[config.mk]
export PLATFORM = sky130hd
export DESIGN_NAME = mem_port_arbiter_flat
export DESIGN_NICKNAME = d
export VERILOG_FILES = /design/src/rtl/mem_arb_pkg.sv /design/src/rtl/mem_port_arbiter_if.sv /design/src/rtl/mem_arb_pick.sv /design/src/rtl/mem_port_arbiter.sv /design/src/flat_wrapper.sv
export SDC_FILE = /design/constraint.sdc
export NUM_CORES = 1
export LEC_CHECK = 0
export CAP_MARGIN = 20
export CORE_MARGIN = 1
export CORE_UTILIZATION = 38
export DETAILED_ROUTE_END_ITERATION = 8
export GPL_ROUTABILITY_DRIVEN = 0
export GPL_TIMING_DRIVEN = 0
export MAX_ROUTING_LAYER = met4
export PLACE_DENSITY = 0.81
export SLEW_MARGIN = 5
export SYNTH_ARGS = -nofsm -noshare
export SYNTH_HDL_FRONTEND = slang
export SYNTH_SLANG_ARGS = --single-unit
[constraint.sdc]
create_clock -name clk -period 2.84 [get_ports clk]
set_input_delay 0.284 -clock clk [delete_from_list [all_inputs] [get_ports clk]]
set_output_delay 0.284 -clock clk [all_outputs]
set_load 0.02 [all_outputs]
[src/rtl/mem_arb_pkg.sv]
// Shared types and constants for the instruction/data memory port arbiter.
package mem_arb_pkg;

  typedef enum logic [1:0] {
    IDLE,
    WAIT,
    DONE
  } state_t;

  typedef enum logic {
    OWN_I,
    OWN_D
  } owner_t;

  localparam logic [31:0] ERR_DATA_DEFAULT = 32'hDEAD_BEEF;

  // Watchdog sized so it can count up to TIMEOUT without wrapping.
  function automatic int wd_width(input int timeout);
    return $clog2(timeout + 1);
  endfunction

endpackage

[src/rtl/mem_port_arbiter_if.sv]
// Bundle of the I-port, D-port and memory-side signals around the arbiter.
// slave = arbiter view, master = core/memory view.
interface mem_port_arbiter_if;

  logic        i_req;
  logic [31:0] i_addr;
  logic [31:0] i_rdata;
  logic        i_ack;
  logic        i_err;

  logic        d_req;
  logic        d_we;
  logic [31:0] d_addr;
  logic [31:0] d_wdata;
  logic [31:0] d_rdata;
  logic        d_ack;
  logic        d_err;

  logic        mem_req;
  logic        mem_we;
  logic [31:0] mem_addr;
  logic [31:0] mem_wdata;
  logic [31:0] mem_rdata;
  logic        mem_busy;
  logic        mem_valid;

  modport slave (
    input  i_req, i_addr, d_req, d_we, d_addr, d_wdata,
           mem_rdata, mem_busy, mem_valid,
    output i_rdata, i_ack, i_err, d_rdata, d_ack, d_err,
           mem_req, mem_we, mem_addr, mem_wdata
  );

  modport master (
    output i_req, i_addr, d_req, d_we, d_addr, d_wdata,
           mem_rdata, mem_busy, mem_valid,
    input  i_rdata, i_ack, i_err, d_rdata, d_ack, d_err,
           mem_req, mem_we, mem_addr, mem_wdata
  );

endinterface

[src/rtl/mem_arb_pick.sv]
// Combinational grant selection between the I and D ports.
// Round-robin on ties when MEM_ARB_RR_EN is defined, otherwise D has fixed priority.
module mem_arb_pick
  import mem_arb_pkg::*;
(
  input  logic   i_req,
  input  logic   d_req,
`ifdef MEM_ARB_RR_EN
  input  owner_t rr_ptr,
`endif
  output owner_t grant
);

`ifdef MEM_ARB_RR_EN
  always_comb begin
    grant = OWN_D;
    if (i_req && d_req) begin
      grant = rr_ptr;
    end else if (i_req) begin
      grant = OWN_I;
    end
  end
`else
  // D wins whenever it asks; a stalled MEM stage must not starve behind fetch.
  always_comb begin
    grant = (d_req || !i_req) ? OWN_D : OWN_I;
  end
`endif

endmodule

[src/rtl/mem_port_arbiter.sv]
// Shares one latency-based memory between the I (read-only) and D (read/write) ports,
// one transaction at a time, with a watchdog. Optional round-robin: MEM_ARB_RR_EN.
module mem_port_arbiter
  import mem_arb_pkg::*;
#(
  parameter int          TIMEOUT  = 64,
  parameter logic [31:0] ERR_DATA = ERR_DATA_DEFAULT
) (
  input logic                clk,
  input logic                rst_n,
  mem_port_arbiter_if.slave  bus
);

  localparam int             WD_W    = wd_width(TIMEOUT);
  localparam logic [WD_W-1:0] WD_LAST = WD_W'(TIMEOUT - 1);

  state_t          state_q, state_nx;
  owner_t          owner_q, owner_nx;
  owner_t          grant;
  logic [WD_W-1:0] wd_q, wd_nx;

  logic            mem_req_q, mem_req_nx;
  logic            mem_we_q, mem_we_nx;
  logic [31:0]     mem_addr_q, mem_addr_nx;
  logic [31:0]     mem_wdata_q, mem_wdata_nx;

  logic            i_ack_q, i_ack_nx;
  logic            i_err_q, i_err_nx;
  logic [31:0]     i_rdata_q, i_rdata_nx;
  logic            d_ack_q, d_ack_nx;
  logic            d_err_q, d_err_nx;
  logic [31:0]     d_rdata_q, d_rdata_nx;

  logic            fin;
  logic            fin_err;
  logic [31:0]     fin_data;

`ifdef MEM_ARB_RR_EN
  owner_t          rr_q, rr_nx;
`endif

  mem_arb_pick u_pick (
    .i_req (bus.i_req),
    .d_req (bus.d_req),
`ifdef MEM_ARB_RR_EN
    .rr_ptr(rr_q),
`endif
    .grant (grant)
  );

  always_comb begin
    state_nx     = state_q;
    owner_nx     = owner_q;
    wd_nx        = wd_q;
    mem_req_nx   = 1'b0;
    mem_we_nx    = mem_we_q;
    mem_addr_nx  = mem_addr_q;
    mem_wdata_nx = mem_wdata_q;
    i_ack_nx     = 1'b0;
    i_err_nx     = 1'b0;
    i_rdata_nx   = i_rdata_q;
    d_ack_nx     = 1'b0;
    d_err_nx     = 1'b0;
    d_rdata_nx   = d_rdata_q;
    fin          = 1'b0;
    fin_err      = 1'b0;
    fin_data     = 32'h0;
`ifdef MEM_ARB_RR_EN
    rr_nx        = rr_q;
`endif

    unique case (state_q)
      IDLE: begin
        // Late mem_valid from an aborted transaction is ignored; only !mem_busy gates issue.
        if ((bus.i_req || bus.d_req) && !bus.mem_busy) begin
          owner_nx   = grant;
          mem_req_nx = 1'b1;
          wd_nx      = '0;
          state_nx   = WAIT;
          if (grant == OWN_D) begin
            mem_we_nx    = bus.d_we;
            mem_addr_nx  = bus.d_addr;
            mem_wdata_nx = bus.d_wdata;
          end else begin
            mem_we_nx    = 1'b0;
            mem_addr_nx  = bus.i_addr;
            mem_wdata_nx = 32'h0;
          end
`ifdef MEM_ARB_RR_EN
          rr_nx = (grant == OWN_D) ? OWN_I : OWN_D;
`endif
        end
      end
      WAIT: begin
        if (bus.mem_valid) begin
          fin      = 1'b1;
          fin_data = mem_we_q ? 32'h0 : bus.mem_rdata;
          state_nx = DONE;
        end else if (wd_q == WD_LAST) begin
          fin      = 1'b1;
          fin_err  = 1'b1;
          fin_data = mem_we_q ? 32'h0 : ERR_DATA;
          state_nx = DONE;
        end else begin
          wd_nx = wd_q + WD_W'(1);
        end
      end
      DONE: begin
        state_nx = IDLE;
      end
      default: begin
        state_nx = IDLE;
      end
    endcase

    if (fin) begin
      if (owner_q == OWN_D) begin
        d_ack_nx   = 1'b1;
        d_err_nx   = fin_err;
        d_rdata_nx = fin_data;
      end else begin
        i_ack_nx   = 1'b1;
        i_err_nx   = fin_err;
        i_rdata_nx = fin_data;
      end
    end
  end

  always_ff @(posedge clk or negedge rst_n) begin
    if (!rst_n) begin
      state_q     <= IDLE;
      owner_q     <= OWN_I;
      wd_q        <= '0;
      mem_req_q   <= 1'b0;
      mem_we_q    <= 1'b0;
      mem_addr_q  <= 32'h0;
      mem_wdata_q <= 32'h0;
      i_ack_q     <= 1'b0;
      i_err_q     <= 1'b0;
      i_rdata_q   <= 32'h0;
      d_ack_q     <= 1'b0;
      d_err_q     <= 1'b0;
      d_rdata_q   <= 32'h0;
`ifdef MEM_ARB_RR_EN
      rr_q        <= OWN_D;
`endif
    end else begin
      state_q     <= state_nx;
      owner_q     <= owner_nx;
      wd_q        <= wd_nx;
      mem_req_q   <= mem_req_nx;
      mem_we_q    <= mem_we_nx;
      mem_addr_q  <= mem_addr_nx;
      mem_wdata_q <= mem_wdata_nx;
      i_ack_q     <= i_ack_nx;
      i_err_q     <= i_err_nx;
      i_rdata_q   <= i_rdata_nx;
      d_ack_q     <= d_ack_nx;
      d_err_q     <= d_err_nx;
      d_rdata_q   <= d_rdata_nx;
`ifdef MEM_ARB_RR_EN
      rr_q        <= rr_nx;
`endif
    end
  end

  assign bus.mem_req   = mem_req_q;
  assign bus.mem_we    = mem_we_q;
  assign bus.mem_addr  = mem_addr_q;
  assign bus.mem_wdata = mem_wdata_q;
  assign bus.i_ack     = i_ack_q;
  assign bus.i_err     = i_err_q;
  assign bus.i_rdata   = i_rdata_q;
  assign bus.d_ack     = d_ack_q;
  assign bus.d_err     = d_err_q;
  assign bus.d_rdata   = d_rdata_q;

endmodule

[src/flat_wrapper.sv]
// flat-port wrapper written by rule: the top's interface ports become plain ports
module mem_port_arbiter_flat import mem_arb_pkg::*;
#(
  parameter int          TIMEOUT  = 64,
  parameter logic [31:0] ERR_DATA = ERR_DATA_DEFAULT
)
  (clk, rst_n, bus_i_req, bus_i_addr, bus_d_req, bus_d_we, bus_d_addr, bus_d_wdata, bus_mem_rdata, bus_mem_busy, bus_mem_valid, bus_i_rdata, bus_i_ack, bus_i_err, bus_d_rdata, bus_d_ack, bus_d_err, bus_mem_req, bus_mem_we, bus_mem_addr, bus_mem_wdata);
  mem_port_arbiter_if bus_i ();
  input logic clk;
  input logic rst_n;
  input wire logic [$bits(bus_i.i_req)-1:0] bus_i_req;
  input wire logic [$bits(bus_i.i_addr)-1:0] bus_i_addr;
  input wire logic [$bits(bus_i.d_req)-1:0] bus_d_req;
  input wire logic [$bits(bus_i.d_we)-1:0] bus_d_we;
  input wire logic [$bits(bus_i.d_addr)-1:0] bus_d_addr;
  input wire logic [$bits(bus_i.d_wdata)-1:0] bus_d_wdata;
  input wire logic [$bits(bus_i.mem_rdata)-1:0] bus_mem_rdata;
  input wire logic [$bits(bus_i.mem_busy)-1:0] bus_mem_busy;
  input wire logic [$bits(bus_i.mem_valid)-1:0] bus_mem_valid;
  output wire logic [$bits(bus_i.i_rdata)-1:0] bus_i_rdata;
  output wire logic [$bits(bus_i.i_ack)-1:0] bus_i_ack;
  output wire logic [$bits(bus_i.i_err)-1:0] bus_i_err;
  output wire logic [$bits(bus_i.d_rdata)-1:0] bus_d_rdata;
  output wire logic [$bits(bus_i.d_ack)-1:0] bus_d_ack;
  output wire logic [$bits(bus_i.d_err)-1:0] bus_d_err;
  output wire logic [$bits(bus_i.mem_req)-1:0] bus_mem_req;
  output wire logic [$bits(bus_i.mem_we)-1:0] bus_mem_we;
  output wire logic [$bits(bus_i.mem_addr)-1:0] bus_mem_addr;
  output wire logic [$bits(bus_i.mem_wdata)-1:0] bus_mem_wdata;
  assign bus_i.i_req = bus_i_req;
  assign bus_i.i_addr = bus_i_addr;
  assign bus_i.d_req = bus_d_req;
  assign bus_i.d_we = bus_d_we;
  assign bus_i.d_addr = bus_d_addr;
  assign bus_i.d_wdata = bus_d_wdata;
  assign bus_i.mem_rdata = bus_mem_rdata;
  assign bus_i.mem_busy = bus_mem_busy;
  assign bus_i.mem_valid = bus_mem_valid;
  assign bus_i_rdata = bus_i.i_rdata;
  assign bus_i_ack = bus_i.i_ack;
  assign bus_i_err = bus_i.i_err;
  assign bus_d_rdata = bus_i.d_rdata;
  assign bus_d_ack = bus_i.d_ack;
  assign bus_d_err = bus_i.d_err;
  assign bus_mem_req = bus_i.mem_req;
  assign bus_mem_we = bus_i.mem_we;
  assign bus_mem_addr = bus_i.mem_addr;
  assign bus_mem_wdata = bus_i.mem_wdata;
  mem_port_arbiter #(.TIMEOUT(TIMEOUT), .ERR_DATA(ERR_DATA)) u_core (.clk(clk), .rst_n(rst_n), .bus(bus_i));
endmodule
==> impl_metrics.json <==
{
  "outcome": "complete, no violations",
  "seq_cell_area_um2": 3600,
  "timing.final.crit_share_pct": 82.5,
  "fin_area_um2": 9910,
  "antenna_found_initial": 0,
  "regToRegSetupSlack_ps": 500,
  "area.growth.synth_to_final_pct": 58.9,
  "synth_cell_type_count": 34,
  "post-synth-top-count-cell": "sky130_fd_sc_hd__dfrtp_1",
  "worst_skew_pair.late_latency_ps": 410,
  "grtUsageTotal_pct": 23.9,
  "worst_setup_path_start_kind": "register",
  "timing.critical_path.fanout_max": 10,
  "avgViaCountPerCell": 5.44,
  "drt_first_pass_iters": 5,
  "post-cts-setup-buffers": 0,
  "cts.reportedPaths.clkPinSlew_ps": 60,
  "first_pass_grt_wire_length_mm": 30.0,
  "detailed_place.area_um2": 9210,
  "placement_rows": 46,
  "nNetsFinal": 979,
  "period_minus_slack_ps": 2340,
  "worst_path_most_repeated_cell": "sky130_fd_sc_hd__clkbuf_1",
  "setup.worst_path.class": "reg2reg",
  "clock_tree.root_cell": "sky130_fd_sc_hd__clkbuf_16",
  "core_region_area_um2": 15900,
  "r2r.worst_path.cells": 7,
  "cts_sinks": 144,
  "finish.cell_count_without_fillers": 1072,
  "critical_path_buf_inv_count": 2,
  "cts-htree-levels": 4,
  "dp.final_hpwl_mm": 14.0,
  "register_area_share_after_synthesis_pct": 57.8,
  "vdd_drop_max_mv": 0.447,
  "die_height_um": 130,
  "worst-endpoint-required_ps": 3190,
  "post_synth_instance_area_um2": 6240,
  "grt_max_degree": 87,
  "max-slew-margin-rel_pct": 45.2,
  "synth.top_cell.area_share_pct": 57.8,
  "cts_inserted_buffers": 17,
  "hold_path.startpoint": "bus_d_req",
  "ys.flop_type": "sky130_fd_sc_hd__dfrtp_1",
  "cts_tree": "done",
  "arrival_worst_endpoint_ps": 2690,
  "detail_route.drc_violations": 0,
  "start_util_pct": 39.1,
  "io_buffers": 267,
  "synth_top_cells_by_area": "sky130_fd_sc_hd__dfrtp_1 58%, sky130_fd_sc_hd__a221o_1 7.7%, sky130_fd_sc_hd__o21ai_0 6.7%, sky130_fd_sc_hd__a32o_1 5.3%, sky130_fd_sc_hd__mux2i_1 5.3%",
  "syn-mean-instance-area_um2": 11.3,
  "yosys-top-cells-count": "144 x sky130_fd_sc_hd__dfrtp_1, 83 x sky130_fd_sc_hd__o21ai_0, 53 x sky130_fd_sc_hd__a21oi_1, 48 x sky130_fd_sc_hd__a221o_1, 43 x sky130_fd_sc_hd__clkbuf_1",
  "n_fill_cell": 1337,
  "synth_nets": 690,
  "cts_max_path_buffers": 2,
  "timing.hold.worst.class": "in2reg",
  "max-cap-violations": 0,
  "worst_hold_path_cell_count": 2,
  "final.setup_skew_ps": 6.83,
  "die_area_um2": 16900,
  "timing.critical_path.to_type": "register",
  "fmax_mhz": 427,
  "count_of_flip_flops_with_a_built_in_enable_after_synthesis": 0,
  "holdPathEnd": "u_core.bus.mem_we$_DFFE_PN0P_",
  "critical_path.cell_chain": "ha_1 > nand3_1 > or4_1 > clkbuf_1 > clkbuf_1 > a21oi_1 > a221o_1",
  "power_density_nw_per_um2": 929,
  "power_leakage_nw": 3.97,
  "finalSetupViolCount": 0,
  "drtIter0Drc": 407,
  "die-width_um": 130,
  "postRouteWirelength_mm": 19.3,
  "grt_setup_unrepaired": "no",
  "cell_count_after_synthesis": 554,
  "drive_above_1_share_pct": 4.68,
  "reg2reg_to": "u_core.bus.d_rdata[19]$_DFFE_PN0P_",
  "cpMaxStageDelayCell": "sky130_fd_sc_hd__or4_1",
  "multiInputGateArea_um2": 2390,
  "ys_async_sr_fraction_pct": 100,
  "synth_seq_cells": 144,
  "gr-total-overflow": 0,
  "timing_hold_violations_final": 0,
  "worst-slew-pin-transition_ps": 820,
  "boundaryPins": 269,
  "drt.antenna.violating_nets": 0,
  "wl_per_cell_um": 18.0,
  "rr_startpoint": "u_core.wd_q[0]$_DFFE_PN0P_",
  "ys_warn_count": 0,
  "synth_top_area_cell": "sky130_fd_sc_hd__dfrtp_1",
  "drv_slew": 0,
  "via_count": 5830,
  "largest_incremental_delay_on_the_critical_path_ps": 530,
  "place_inst": 1039,
  "cp_top_family": "simple AND/OR/NAND/NOR gates",
  "vias_in_the_first_global_route": 5757
}
[repair_timing]
action                    4_1_cts  5_1_grt
hold endpoints to repair       58        0
gates resized for setup         0        0
hold buffers                    1        0
[worst register-to-register path, delay by kind of cell, from the launching register on]
kind / cells / cell delay [ps]
compound gates: 2 / 350
fa+ha+maj: 1 / 240
flops: 1 / 420
simple gates: 2 / 810
buf+inv: 2 / 460
[layer usage]
layer  wire (µm)  share of wire (%)  global-route usage [%]  vias up
li1            -                  -                       -     2711
met1        8000                 41                    29.5     2848
met2        9560                 50                    38.3      249
met3        1470                7.6                    7.22       22
met4         275                1.4                    5.88        0
met5           0                  0                       -        -
[placed cells by master (no fill, tap or decap), types with 4 or more instances in the layout]
cell,n
sky130_fd_sc_hd__dfrtp_1,144
sky130_fd_sc_hd__clkbuf_8,4
sky130_fd_sc_hd__a22o_1,16
sky130_fd_sc_hd__mux2i_1,33
sky130_fd_sc_hd__clkdlybuf4s50_1,266
sky130_fd_sc_hd__buf_1,10
sky130_fd_sc_hd__o21ai_0,83
sky130_fd_sc_hd__clkbuf_1,44
sky130_fd_sc_hd__a221o_1,48
sky130_fd_sc_hd__a21oi_1,53
sky130_fd_sc_hd__nand3_1,7
sky130_fd_sc_hd__inv_1,4
sky130_fd_sc_hd__clkbuf_16,17
sky130_fd_sc_hd__nand2_1,39
sky130_fd_sc_hd__a32o_1,33
sky130_fd_sc_hd__bufinv_16,6
sky130_fd_sc_hd__nor2_1,8
[worst max-delay path by stage]
stage	start	to	slack, ps	cells after the start
2_1_floorplan	u_core.wd_q[0]$_DFFE_PN0P_	u_core.bus.d_rdata[26]$_DFFE_PN0P_	940	7
3_3_place_gp	rst_n	u_core.bus.mem_addr[3]$_DFFE_PN0P_	-4340	1
3_5_place_dp	bus_i_req	u_core.bus.mem_addr[4]$_DFFE_PN0P_	310	6
4_1_cts	u_core.wd_q[0]$_DFFE_PN0P_	u_core.bus.d_rdata[19]$_DFFE_PN0P_	530	7
5_1_grt	u_core.wd_q[0]$_DFFE_PN0P_	u_core.bus.i_rdata[22]$_DFFE_PN0P_	340	5
6_report	u_core.wd_q[0]$_DFFE_PN0P_	u_core.bus.d_rdata[19]$_DFFE_PN0P_	500	7
[cell type report]
cell class              count  area share [%]
clock inverters             9            2.03
plain buffers              57            2.34
clock buffers              22            4.89
diodes                      1          0.0252
inverters                   4           0.151
well taps                 216            2.73
flip-flops and latches    144            36.4
multi-input cells         349            24.1
repair buffers            270            27.4
[sequential cells by signal (all words and copies together), names as in the netlist]
register and count:
u_core.bus.i_ack 1, u_core.bus.mem_wdata 32, u_core.owner_q 1, u_core.bus.i_rdata 32, u_core.bus.mem_addr 32, u_core.bus.mem_req 1
u_core.bus.i_err 1, u_core.bus.mem_we 1, u_core.bus.d_ack 1, u_core.state_q 2, u_core.bus.d_err 1, u_core.wd_q 7
u_core.bus.d_rdata 32
[power by group]
part           total [mW]  internal, mW  switching (mW)
clock network        2.59          1.74           0.850
registers            3.16          2.70           0.459
logic                3.46          1.75            1.71
[through the flow]
stage | utilization (%) | total power [mW] | setup WS [ps] | setup TNS (ps) | hold slack [ps]
final | 62.2 | 9.21 | 496 | 0 | 374
after global routing | 62.2 | 9.67 | 343 | 0 | 382
after CTS | 62.2 | 9.26 | 529 | 0 | 373
after detailed placement | 57.8 | 6.65 | 309 | 0 | 286
after global placement | 57.6 | 6.56 | -4340 | -624340 | 460
after floorplan | - | 4.81 | 942 | 0 | -11.6
[cell families (layout without fill, tap and decap cells)]
kind of cell               after synthesis  after routing  synth area share, %
AOI/OAI and AO/OA                      242            242                 27.3
adders and majority gates                1              1                0.201
buffers and inverters                   61            362                 3.95
DFF                                    144            144                 57.8
muxes                                   33             33                 5.30
other                                    0              1                    0
and+or+nand+nor                         73             73                 5.46
Power figures use the tool's default switching activity.
